==> src/rtl/counter_pkg.sv <==
// Shared definitions for counter_mod: direction encoding and the load clamp helper.
// Saturating boundary behaviour is selected with the COUNTER_MOD_SATURATE_EN macro.
package counter_pkg;

  typedef enum logic {
    DIR_DOWN = 1'b0,
    DIR_UP   = 1'b1
  } dir_e;

  // Widest legal counter; callers zero-extend into this and truncate back.
  localparam int unsigned CNT_MAX_WIDTH = 32;

  function automatic logic [CNT_MAX_WIDTH-1:0] clamp_max(
    input logic [CNT_MAX_WIDTH-1:0] val,
    input logic [CNT_MAX_WIDTH-1:0] max_val
  );
    return (val > max_val) ? max_val : val;
  endfunction

endpackage

==> src/rtl/counter_mod_oreg.sv <==
// Output register stage: delays {tc flag, count} by one clock to form q and tc.
// Synchronous active-low reset to q=INIT, tc=0.
module counter_mod_oreg
  import counter_pkg::*;
#(
  parameter int unsigned      WIDTH = 5,
  parameter logic [WIDTH-1:0] INIT  = '0
) (
  input  logic             clk,
  input  logic             rst_n,
  input  logic [WIDTH:0]   d,
  output logic [WIDTH-1:0] q,
  output logic             tc
);

  logic [WIDTH:0] stage;

  always_ff @(posedge clk) begin
    if (!rst_n) begin
      stage <= {1'b0, INIT};
    end else begin
      stage <= d;
    end
  end

  assign {tc, q} = stage;

endmodule

==> src/rtl/counter_mod.sv <==
// Up/down counter with clamped synchronous load, wrap-or-saturate boundary and
// registered q/tc. Define COUNTER_MOD_SATURATE_EN to hold at the bounds instead of wrapping.
module counter_mod
  import counter_pkg::*;
#(
  parameter int unsigned      WIDTH   = 5,
  parameter logic [WIDTH-1:0] MAX_VAL = '1,
  parameter logic [WIDTH-1:0] INIT    = '0
) (
  input  logic             clk,
  input  logic             rst_n,
  input  logic             en,
  input  logic             up,
  input  logic             load,
  input  logic [WIDTH-1:0] load_val,
  output logic [WIDTH-1:0] q,
  output logic             tc
);

  logic [WIDTH-1:0] cnt;
  logic [WIDTH-1:0] cnt_nxt;
  logic             flag;
  logic             flag_nxt;
  logic [WIDTH-1:0] load_clamped;

  assign load_clamped = WIDTH'(clamp_max(CNT_MAX_WIDTH'(load_val), CNT_MAX_WIDTH'(MAX_VAL)));

  // flag marks a boundary event on this edge; it is never held, so each
  // event yields exactly one tc cycle unless the bound is pushed again.
  always_comb begin
    cnt_nxt  = cnt;
    flag_nxt = 1'b0;
    if (load) begin
      cnt_nxt = load_clamped;
    end else if (en) begin
      if (dir_e'(up) == DIR_UP) begin
        if (cnt >= MAX_VAL) begin
          flag_nxt = 1'b1;
`ifdef COUNTER_MOD_SATURATE_EN
          cnt_nxt  = MAX_VAL;
`else
          cnt_nxt  = '0;
`endif
        end else begin
          cnt_nxt = cnt + WIDTH'(1);
        end
      end else begin
        if (cnt == '0) begin
          flag_nxt = 1'b1;
`ifdef COUNTER_MOD_SATURATE_EN
          cnt_nxt  = '0;
`else
          cnt_nxt  = MAX_VAL;
`endif
        end else begin
          cnt_nxt = cnt - WIDTH'(1);
        end
      end
    end
  end

  always_ff @(posedge clk) begin
    if (!rst_n) begin
      cnt  <= INIT;
      flag <= 1'b0;
    end else begin
      cnt  <= cnt_nxt;
      flag <= flag_nxt;
    end
  end

  counter_mod_oreg #(
    .WIDTH (WIDTH),
    .INIT  (INIT)
  ) u_oreg (
    .clk   (clk),
    .rst_n (rst_n),
    .d     ({flag, cnt}),
    .q     (q),
    .tc    (tc)
  );

endmodule

==> config.mk <==
export PLATFORM = sky130hd
export DESIGN_NAME = counter_mod
export DESIGN_NICKNAME = d
export VERILOG_FILES = /design/src/rtl/counter_pkg.sv /design/src/rtl/counter_mod_oreg.sv /design/src/rtl/counter_mod.sv
export SDC_FILE = /design/constraint.sdc
export NUM_CORES = 1
export LEC_CHECK = 0
export ABC_AREA = 1
export BUFFER_PORTS_ARGS = -buffer_cell sky130_fd_sc_hd__buf_2
export CAP_MARGIN = 40
export CORE_MARGIN = 3
export CORE_UTILIZATION = 27
export CTS_CLUSTER_SIZE = 30
export DETAILED_ROUTE_END_ITERATION = 10
export SYNTH_ARGS = -nofsm -noshare
export SYNTH_HDL_FRONTEND = slang
export SYNTH_HIERARCHICAL = 1
export SYNTH_SLANG_ARGS = --single-unit
==> constraint.sdc <==
create_clock -name clk -period 1.9 [get_ports clk]
set_input_delay 0.095 -clock clk [delete_from_list [all_inputs] [get_ports clk]]
set_output_delay 0.095 -clock clk [all_outputs]
set_load 0.05 [all_outputs]
After elaboration in Yosys (flattened, before gate mapping)
Index checks and enable logic that the tools add are counted.
{"block": "totals", "register_bits": 12, "word_cells": 19}
{"block": "op_classes", "addsub": 2, "order_cmp": 1, "mux": 8, "bitwise": 2, "n_reduce_logical": 3}
{"cell": "5-bit 2-to-1 mux", "n": 5}
{"cell": "5-bit by 1-bit adder with 5-bit output (second input constant)", "n": 1}
{"cell": "5-bit >= comparator (second input constant)", "n": 1}
{"cell": "5-bit zero test", "n": 1}
{"cell": "5-bit by 1-bit subtractor with 5-bit output (second input constant)", "n": 1}
{"cell": "1-bit 2-to-1 mux", "n": 3}
{"cell": "3-bit OR reduction", "n": 1}
{"cell": "1-bit NOT", "n": 2}
{"cell": "2-bit nonzero test", "n": 1}

Longest topological paths before layout
Gate-level depths: netlist of the first run.
{"block": "depth", "word_depth": 5, "ltp_mapped": 9}

Cells and area by module
The synthesis of the first run kept the hierarchy.
{"mod": "counter_mod", "n_inst": 1, "cells_each": 86, "area_per_inst_um2": 550.5, "seq_area_each_um2": 120.1}
{"mod": "counter_mod_oreg", "n_inst": 1, "cells_each": 18, "area_per_inst_um2": 165.2, "seq_area_each_um2": 120.1}

Worst setup path before layout of the first run
Ideal clock, no wire load.
{"block": "synth_timing", "path_kind": "reg-to-reg", "start": "register cnt[0]", "end": "register cnt[2]", "arrival_time_ps": 1189, "setup_slack_ps": 590, "path_stages_with_launch": 10, "path_buffers": 0, "period_less_slack_ps": 1310, "cell_sequence": "dfxtp_1 inv_2 ha_1 or2_1 nand3_1 nand2_1 inv_1 nand2_1 nand2_1 a21oi_1"}
{"block": "synth_via", "elab_chain_cells": 5, "word_cells_on_any_way": 9, "classes_between": "2 x add/sub; 1 x order compare; 5 x mux; 1 x reduce/logical"}
{"item": "start, declared", "line_no": "counter_mod.sv:20", "rtl": "logic [WIDTH-1:0] cnt;"}
{"item": "start signal, assigned", "line_no": "counter_mod.sv:67", "rtl": "cnt <= cnt_nxt;"}
{"item": "5-bit by 1-bit subtractor with 5-bit output (tied with other cells)", "line_no": "counter_mod.sv:56", "rtl": "cnt_nxt = cnt - WIDTH'(1);"}
{"item": "5-bit 2-to-1 mux (on tied branches)", "line_no": "counter_mod.sv:48, counter_mod.sv:37"}
{"item": "5-bit 2-to-1 mux *", "line_no": "counter_mod.sv:36", "rtl": "if (dir_e'(up) == DIR_UP) begin"}
{"item": "5-bit 2-to-1 mux *", "line_no": "counter_mod.sv:35", "rtl": "end else if (en) begin"}
{"item": "5-bit 2-to-1 mux *", "line_no": "counter_mod.sv:33", "rtl": "if (load) begin"}
Every way passes the cells marked *; elsewhere a longest branch is shown, timed or not. The select of a mux whose other input is x is not followed.
A chain may end at the register's enable or synchronous reset.

Worst setup path after layout of the first run
{"block": "layout_timing", "start": "register cnt[1]", "end": "register cnt[1]"}
Same word-level chain as after synthesis.

==> metrics, run 1 <==
status finished clean; CTS H-Tree Depth 1; final worst-path cycle share 81.7%; Global Route Usage Sum 9.87%; setup_tns 0 ns; Slowest cell on crit path dfxtp_1; final hold violation count 0; CTS resizes 0; drt wl/cell 9.54 um; #FFs+latches synth 12; DP HPWL 1230 um; wirelength, routed 1460 um; HP Class primary input to flop; dominant cells by area after synthesis dfxtp_1 34%, nand2_1 15%, inv_1 8.4%; most common cell in the netlist nand2_1; antenna violations before repair 0; final net count 138; vias in the first global route 588; RSZ-0062 raised after global routing false; FP Rows 18; synth cell count leaders 29 x nand2_1, 16 x inv_1, 16 x nor2_1; I/O pins 16; Syn. warnings 6; Slew HR 67.6%; vias per cell 4.37; Cell variety after synth 21; Core Area 2500 sq um; grt ovf 0; drt pass-1 iters 4; Max VDD drop 0.000524 V; max incr delay on CP 0.48 ns; Power Total 0.577 mW; Post-route DRC 0; FMAX 644 MHz; pwr/cell area 676 nW/um^2; skew final 0.000342 ns; Setup CP Type flop to flop; CP Data Required Time 2.05 ns; post-synthesis sequential area ratio 33.6%; IO buf count 15; CTS root buffer clkbuf_4; clk sinks 12; CP Capture Type flop; dominant synthesized flop cell dfxtp_1; CTS Buffer Depth 2; cells along the critical path ha_1, nand2_1, nor2_1, ha_1, inv_1, nand4_1, nand2_1, nand2_1, a21oi_2; Synth area leader dfxtp_1; # diodes 0; Yosys top cell area share 33.6%; CP dominant cell by count nand2_1; post-synth net total 117; Die Width 57.5 um; Syn-to-layout area delta 19.4%; worst slew pin tran 0.484 ns; Slew Viols, Final 0; Initial Util 28.6%; CTS tree yes; layout cells sized above 1 24.4%; largest net degree at the start of global routing 9; EDFF count, synth 0; first-pass GRT wire length 2550 um; Worst-path clk slew 0.06 ns; Post-Syn Area 716 sq um; Critical Path AT 1.71 ns; critical path startpoint category flop; crit path time final 1.55 ns; final setup violation count 0; Leak 0.502 nW; clock latency on the worst-skew pair 0.26 ns; Die Area 3300 sq um; DR vias 668; Post-CTS Setup Bufs 0; Avg Cell Area, Syn 6.88 sq um; drt first-iter violations 9; CP delay by family, top flip-flops; DRT antenna net count 0; CTS buffer count 3; Max Cap Violations 0; Crit Path Max Fanout 5; die height 57.5 um; Mapped Cells 104; Async SR Flop Fraction 0%; RD Place Congestion 0.812; CTS Hold Bufs 0; final core utilization 34.2%; CP bufs+invs 1
cell families (layout without fill, tap and decap cells):
logic type / after synthesis / after routing / share of synthesized area, %
and+or+nand+nor: 57 / 57 / 36.7
buffers and inverters: 19 / 38 / 11.0
AOI/OAI and AO/OA: 12 / 12 / 11.2
DFF: 12 / 12 / 33.6
adders and majority gates: 3 / 3 / 5.25
xor gates and xnor gates: 1 / 1 / 2.27
power breakdown:
group,internal [mW],switching (mW)
clock,0.0732,0.0724
combinational,0.0544,0.0946
sequential,0.267,0.0157
total,0.395,0.183
registers in the layout, summed over array words and instances, names as in the netlist:
register	count
cnt	5
flag	1
u_oreg/stage	6
worst min-delay path: stages:
cell	delay, ns
buf_2	0.14
nand2_1	0.06
inv_1	0.03
per-layer routing:
layer / GRT usage, % / wire, um / vias to the layer above
met4: 1.99 / 0 / 0
met1: 13.6 / 722 / 285
met2: 14.5 / 635 / 21
met5: 0 / 0 / -
li1: - / - / 362
met3: 4.07 / 102 / 0
final cells by class:
cell class	count	area [sq um]
clock buffers	3	22.5
fillers	277	1650
inverters	18	67.6
multi-input cells	73	397
flip-flops and latches	12	240
well taps	30	37.5
repair buffers	17	90.1
through the flow:
stage | worst slack [ns] | cells | hold slack (ns) | area [sq um]
after floorplan | 0.590 | 104 | 0.188 | 716
after global placement | 0.350 | 150 | 0.383 | 832
after detailed placement | 0.367 | 150 | 0.386 | 832
after CTS | 0.347 | 153 | 0.102 | 855
after global routing | 0.177 | 153 | 0.116 | 855
final | 0.348 | 153 | 0.107 | 855
layout by cell type, fill, tap and decap left out:
| master | count |
|---|---|
| a21oi_2 | 3 |
| a21oi_1 | 5 |
| nand3_2 | 1 |
| nor2_2 | 1 |
| or2_1 | 1 |
| ha_1 | 3 |
| nor2_8 | 1 |
| clkbuf_4 | 3 |
| o21a_1 | 1 |
| o21ai_1 | 1 |
| dfxtp_1 | 12 |
| buf_2 | 15 |
| nand3_1 | 3 |
| nand2_4 | 1 |
| inv_1 | 16 |
| buf_4 | 2 |
| nor2_1 | 16 |
| nand2_1 | 29 |
| nand4_1 | 4 |
| a22o_1 | 1 |
| inv_2 | 2 |
| xor2_2 | 1 |
| a22oi_1 | 1 |
worst paths after layout:
kind | from | to | slack [ns] | cells past startpoint
max | cnt[1] | cnt[1] | 0.35 | 9
min | rst_n | u_oreg/stage[1] | 0.11 | 3
max reg2reg | cnt[1] | cnt[1] | 0.35 | 9
min reg2reg | flag | u_oreg/stage[5] | 0.41 | 2
Note: power is estimated with default switching activity, not from simulation.
==> inputs of run 2 (changes only) <==
ABC_AREA = 0   (was 1)
clock period = 1.25 ns   (was 1.9 ns; I/O delays follow)
==> metrics, run 2 <==
status finished with violations; failing checks negative setup slack; # diodes 0; most common cell in the netlist dfxtp_1; met3 WL 123 um; dominant cells by area after synthesis dfxtp_1 35%, and2_1 5.5%, ha_1 5.5%; crit path time final 1.58 ns; Worst-path clk slew 0.07 ns; RSZ-0062 raised after global routing true; Syn. warnings 6; clk sinks 12; drt wl/cell 12.9 um; CP Capture Type flop; Slowest cell on crit path dfxtp_4; Initial Util 29.7%; critical path startpoint category flop; FMAX 634 MHz; synth cell count leaders 12 x dfxtp_1, 6 x and2_1, 6 x nand2_1; drt pass-1 iters 4; Setup CP Type flop to flop; final core utilization 43.8%; skew final 0.000391 ns; Cell variety after synth 31; Yosys top cell area share 35.2%; Hold Crit Start load_val[0]; Post-route DRC 0; DR vias 701; WHS Path Cells 3; Placed Area 916 sq um; Core Area 2300 sq um; FP Rows 17; Crit Path Max Fanout 4; vias in the first global route 640; CP dominant cell by count ha_4; I/O pins 16; first-pass GRT wire length 3020 um; Max VDD drop 0.000586 V; Mapped Cells 80; commonest non-fill, non-tap cell in the layout buf_4; #FFs+latches synth 12; Slew Viols, Final 0; CTS Buffer Depth 2; R2R depth 7; worst slew pin tran 0.313 ns; met2 wire len 803 um; grt ovf 0; antenna violations before repair 0; layout cells sized above 1 45.0%; Post-Syn Area 683 sq um; worst slack, placed -0.332 ns; largest net degree at the start of global routing 13; clock latency on the worst-skew pair 0.27 ns; final worst-path cycle share 126%; Die Width 56.3 um; vias per cell 5.04; Largest regs u_oreg/stage: 6 flops, cnt: 5 flops, flag: 1 flops; pwr/cell area 1020 nW/um^2; max incr delay on CP 0.36 ns; HP Class primary input to flop; Slew HR 79.1%; register bank with the most flops u_oreg/stage; CTS H-Tree Depth 1; FF-to-FF Start cnt[1]; CTS root buffer clkbuf_4; CTS Hold Bufs 0; CTS buffer count 3; CTS tree yes; RD Place Congestion 0.825; Max Cap Violations 0; Die Area 3170 sq um; EDFF count, synth 0; Async SR Flop Fraction 0%; r2r setup slk -0.33 ns; Leak 0.438 nW; Syn-to-layout area delta 47.4%; dominant synthesized flop cell dfxtp_1; post-synth net total 93; IO buf count 15; final net count 125; final instance area 1010 sq um; DP HPWL 1400 um; Synth area leader dfxtp_1; DRT antenna net count 0; Final Instance Count excl. Fillers 139; hold slack 0.0748 ns; Avg Cell Area, Syn 8.54 sq um; commonest cells after routing, fill and taps aside 16 x buf_4, 15 x buf_2, 10 x dfxtp_1; cells along the critical path ha_4, and3_4, ha_4, nand2b_4, nor3b_1, nor4_2, a21oi_1; FF-to-FF End cnt[3]; final setup violation count 6; wirelength, routed 1790 um; CP Data Required Time 1.45 ns; die height 56.3 um; max FFs per register 6; Global Route Usage Sum 11.9%; Critical Path AT 1.78 ns; Hold Path Sink cnt[0]; final hold violation count 0; DR top layer met4; post-synthesis sequential area ratio 35.2%; final worst slack -0.327 ns; drt first-iter violations 13; placed insts 131; met1 WL 845 um
==> run 2: cell types whose count changed after synthesis, moves of 6 or more <==
cell / before / now
inv_1: 16 / 4
nor2_1: 16 / 4
nand2_1: 29 / 6
and2_1: 0 / 6
==> run 2: cell type report <==
| class | instances | area, sq um |
|---|---|---|
| inverters | 4 | 15.0 |
| multi-input cells | 60 | 480 |
| clock buffers | 4 | 36.3 |
| well taps | 28 | 35.0 |
| flip-flops and latches | 12 | 245 |
| repair buffers | 31 | 195 |
| fillers | 240 | 1290 |
==> run 2: logic make-up (layout without fill, tap and decap cells) <==
kind of cell	count (synthesis)	count (layout)	share of synthesized area (%)
AOI/OAI and AO/OA	23	23	22.2
adders and majority gates	3	3	5.50
buffers and inverters	8	39	5.86
DFF	12	12	35.2
and+or+nand+nor	34	34	31.3
==> run 2: report_power, final <==
| part | total [mW] | switching [mW] | internal [mW] |
|---|---|---|---|
| combinational | 0.293 | 0.159 | 0.134 |
| clock | 0.305 | 0.128 | 0.177 |
| sequential | 0.432 | 0.0244 | 0.407 |
==> run 2: worst max-delay path by stage <==
stage,startpoint,end,slack (ns),cells after the start
2_1_floorplan,cnt[1],cnt[2],-0.26,7
3_3_place_gp,cnt[1],cnt[2],-0.28,7
3_5_place_dp,cnt[1],cnt[2],-0.33,7
4_1_cts,cnt[0],cnt[2],-0.31,7
5_1_grt,cnt[1],cnt[2],-0.38,7
6_report,cnt[1],cnt[3],-0.33,7
==> run 2: per-stage QoR <==
step / TNS, ns / power (mW)
2_1_floorplan: -0.841 / 0.605
3_3_place_gp: -1.43 / 0.701
3_5_place_dp: -1.57 / 0.704
4_1_cts: -1.52 / 1.03
5_1_grt: -2.01 / 1.09
6_report: -1.63 / 1.03
==> run 2: timing repair <==
item,in CTS,in global routing
setup endpoints to repair,6,6
setup buffers,2,2
cloned,0,0
pin swaps,6,3
resized for setup,5,1
==> run 2: critical path, delay by kind of cell (launching register included) <==
family / cells / cell delay [ns]
AO/OA/AOI/OAI: 1 / 0.14
adder cells (fa/ha/maj): 2 / 0.32
flip-flops: 1 / 0.36
AND/OR/NAND/NOR: 4 / 0.70
==> run 2: per-layer routing <==
layer	up-vias	global-route usage (%)
li1	351	-
met1	321	16.3
met2	27	18.5
met3	2	2.76
met4	0	3.05
met5	-	0
==> inputs of run 3 (changes only) <==
clock period = 2 ns   (was 1.25 ns; I/O delays follow)
==> metrics, run 3 (synthesized netlist as in run 2, its figures left out) <==
final setup violation count 0; antenna violations before repair 0; CP bufs+invs 0; Max Cap Violations 0; Die Area 3170 sq um; DRT antenna net count 0; drt first-iter violations 7; DP HPWL 1120 um; CTS buffer count 3; skew final 0.00768 ns; vias per cell 5.26; CP Data Required Time 2.20 ns; Leak 0.368 nW; Max VDD drop 0.000248 V; drt pass-1 iters 4; register bank with the most flops u_oreg/stage; Crit Path Max Fanout 8; final worst-path cycle share 89.4%; Largest regs u_oreg/stage: 6 flops, cnt: 5 flops, flag: 1 flops; Clock power frac 32.9%; internal power 0.416 mW; wirelength, routed 1580 um; FF-to-FF End cnt[2]; Post-CTS Setup Bufs 0; CTS H-Tree Depth 1; Hold Crit Start load_val[0]; DR vias 658; # diodes 0; Slew Viols, Final 0; M3 GR Usage 2.30%; r2r setup slk 0.21 ns; met2 GRT Util 15.7%; vias in the first global route 601; status finished clean; I/O pins 16; crit path time final 1.79 ns; Worst-path clk slew 0.08 ns; Hold Path Sink cnt[0]; Initial Util 29.7%; drt wl/cell 12.6 um; die height 56.3 um; commonest non-fill, non-tap cell in the layout buf_2; Layout fillers 243; max FFs per register 6; CTS root buffer clkbuf_4; WHS Path Cells 3; met1 usage 14.0%; clk sinks 12; Slowest cell on crit path dfxtp_1; Die Width 56.3 um; Core Area 2300 sq um; CP dominant cell by count ha_1; Syn-to-layout area delta 20.9%; layout cells sized above 1 26.8%; Post-route DRC 0; final net count 111; RD Place Congestion 0.871; Critical Path AT 1.98 ns; busiest grt layer met2; HP Class primary input to flop; critical path startpoint category flop; FP Rows 17; FF-to-FF Start cnt[1]; RSZ-0062 raised after global routing false; Setup CP Type flop to flop; FMAX 559 MHz; commonest cells after routing, fill and taps aside 15 x buf_2, 12 x dfxtp_1, 6 x nand2_1, 6 x and2_1, 5 x a21oi_1; final hold violation count 0; Sw Pwr 0.185 mW; R2R depth 7; CP Capture Type flop; first-pass GRT wire length 2680 um; Global Route Usage Sum 10.7%; IO buf count 15; Slew HR 71.7%; Gate power share 22.6%; worst slew pin tran 0.421 ns; largest net degree at the start of global routing 13; grt ovf 0; CTS Buffer Depth 2; setup_tns 0 ns; final core utilization 35.9%; CP delay by family, top compound AO/OA/AOI/OAI gates; Sequential Power Share 44.5%; Net Sw Frac 30.8%; cells along the critical path ha_1, and3_1, ha_1, nand2b_1, a31oi_2, o211ai_1, a211oi_1; clock latency on the worst-skew pair 0.28 ns; max incr delay on CP 0.38 ns; CTS tree yes; pwr/cell area 727 nW/um^2
-- run 3: timing repair --
item | in CTS | in global routing
setup endpoints to repair | 0 | 1
hold buffers | 0 | 0
resized for setup | 0 | 1
-- run 3: layout make-up --
class	count	area, sq um	area share [%]
multi-input combinational	60	409	49.5
sequential	12	240	29.1
timing repair buffer	17	90.1	10.9
clock buffer	4	36.3	4.39
tap	28	35.0	4.24
inverter	4	15.0	1.82
-- run 3: power groups by stage --
stage	clock network (mW)	logic, mW	registers [mW]
2_1_floorplan	0	0.0785	0.291
3_3_place_gp	0	0.133	0.271
3_5_place_dp	0	0.133	0.272
4_1_cts	0.202	0.134	0.267
5_1_grt	0.213	0.148	0.269
6_report	0.198	0.135	0.267
-- run 3: through the flow --
| step | setup WS (ns) | instances | total power, mW | cell area, sq um | hold WS (ns) |
|---|---|---|---|---|---|
| 2_1_floorplan | 0.352 | 80 | 0.369 | 683 | 0.222 |
| 5_1_grt | 0.0209 | 125 | 0.631 | 826 | 0.132 |
| 3_5_place_dp | 0.194 | 121 | 0.405 | 783 | 0.420 |
| 4_1_cts | 0.158 | 125 | 0.603 | 820 | 0.127 |
| 3_3_place_gp | 0.243 | 121 | 0.404 | 783 | 0.412 |
| 6_report | 0.212 | 125 | 0.600 | 826 | 0.121 |
-- run 3: worst max-delay path by stage --
stage / startpoint / depth (start not counted) / slack, ns / end
3_5_place_dp: cnt[1] / 7 / 0.19 / cnt[2]
4_1_cts: cnt[1] / 7 / 0.16 / cnt[2]
6_report: cnt[1] / 7 / 0.21 / cnt[2]
2_1_floorplan: cnt[1] / 7 / 0.35 / cnt[2]
3_3_place_gp: cnt[1] / 7 / 0.24 / cnt[2]
5_1_grt: cnt[1] / 7 / 0.02 / cnt[2]
-- run 3: worst min-delay path, cell delays in order --
cell and delay, ns:
buf_2 0.07, a21oi_1 0.05, a21boi_0 0.14
-- run 3: routing by layer --
layer | vias up | part of all wire (%)
li1 | 327 | -
met1 | 300 | 46
met2 | 26 | 44
met3 | 5 | 8.1
met4 | 0 | 2.6
met5 | - | 0
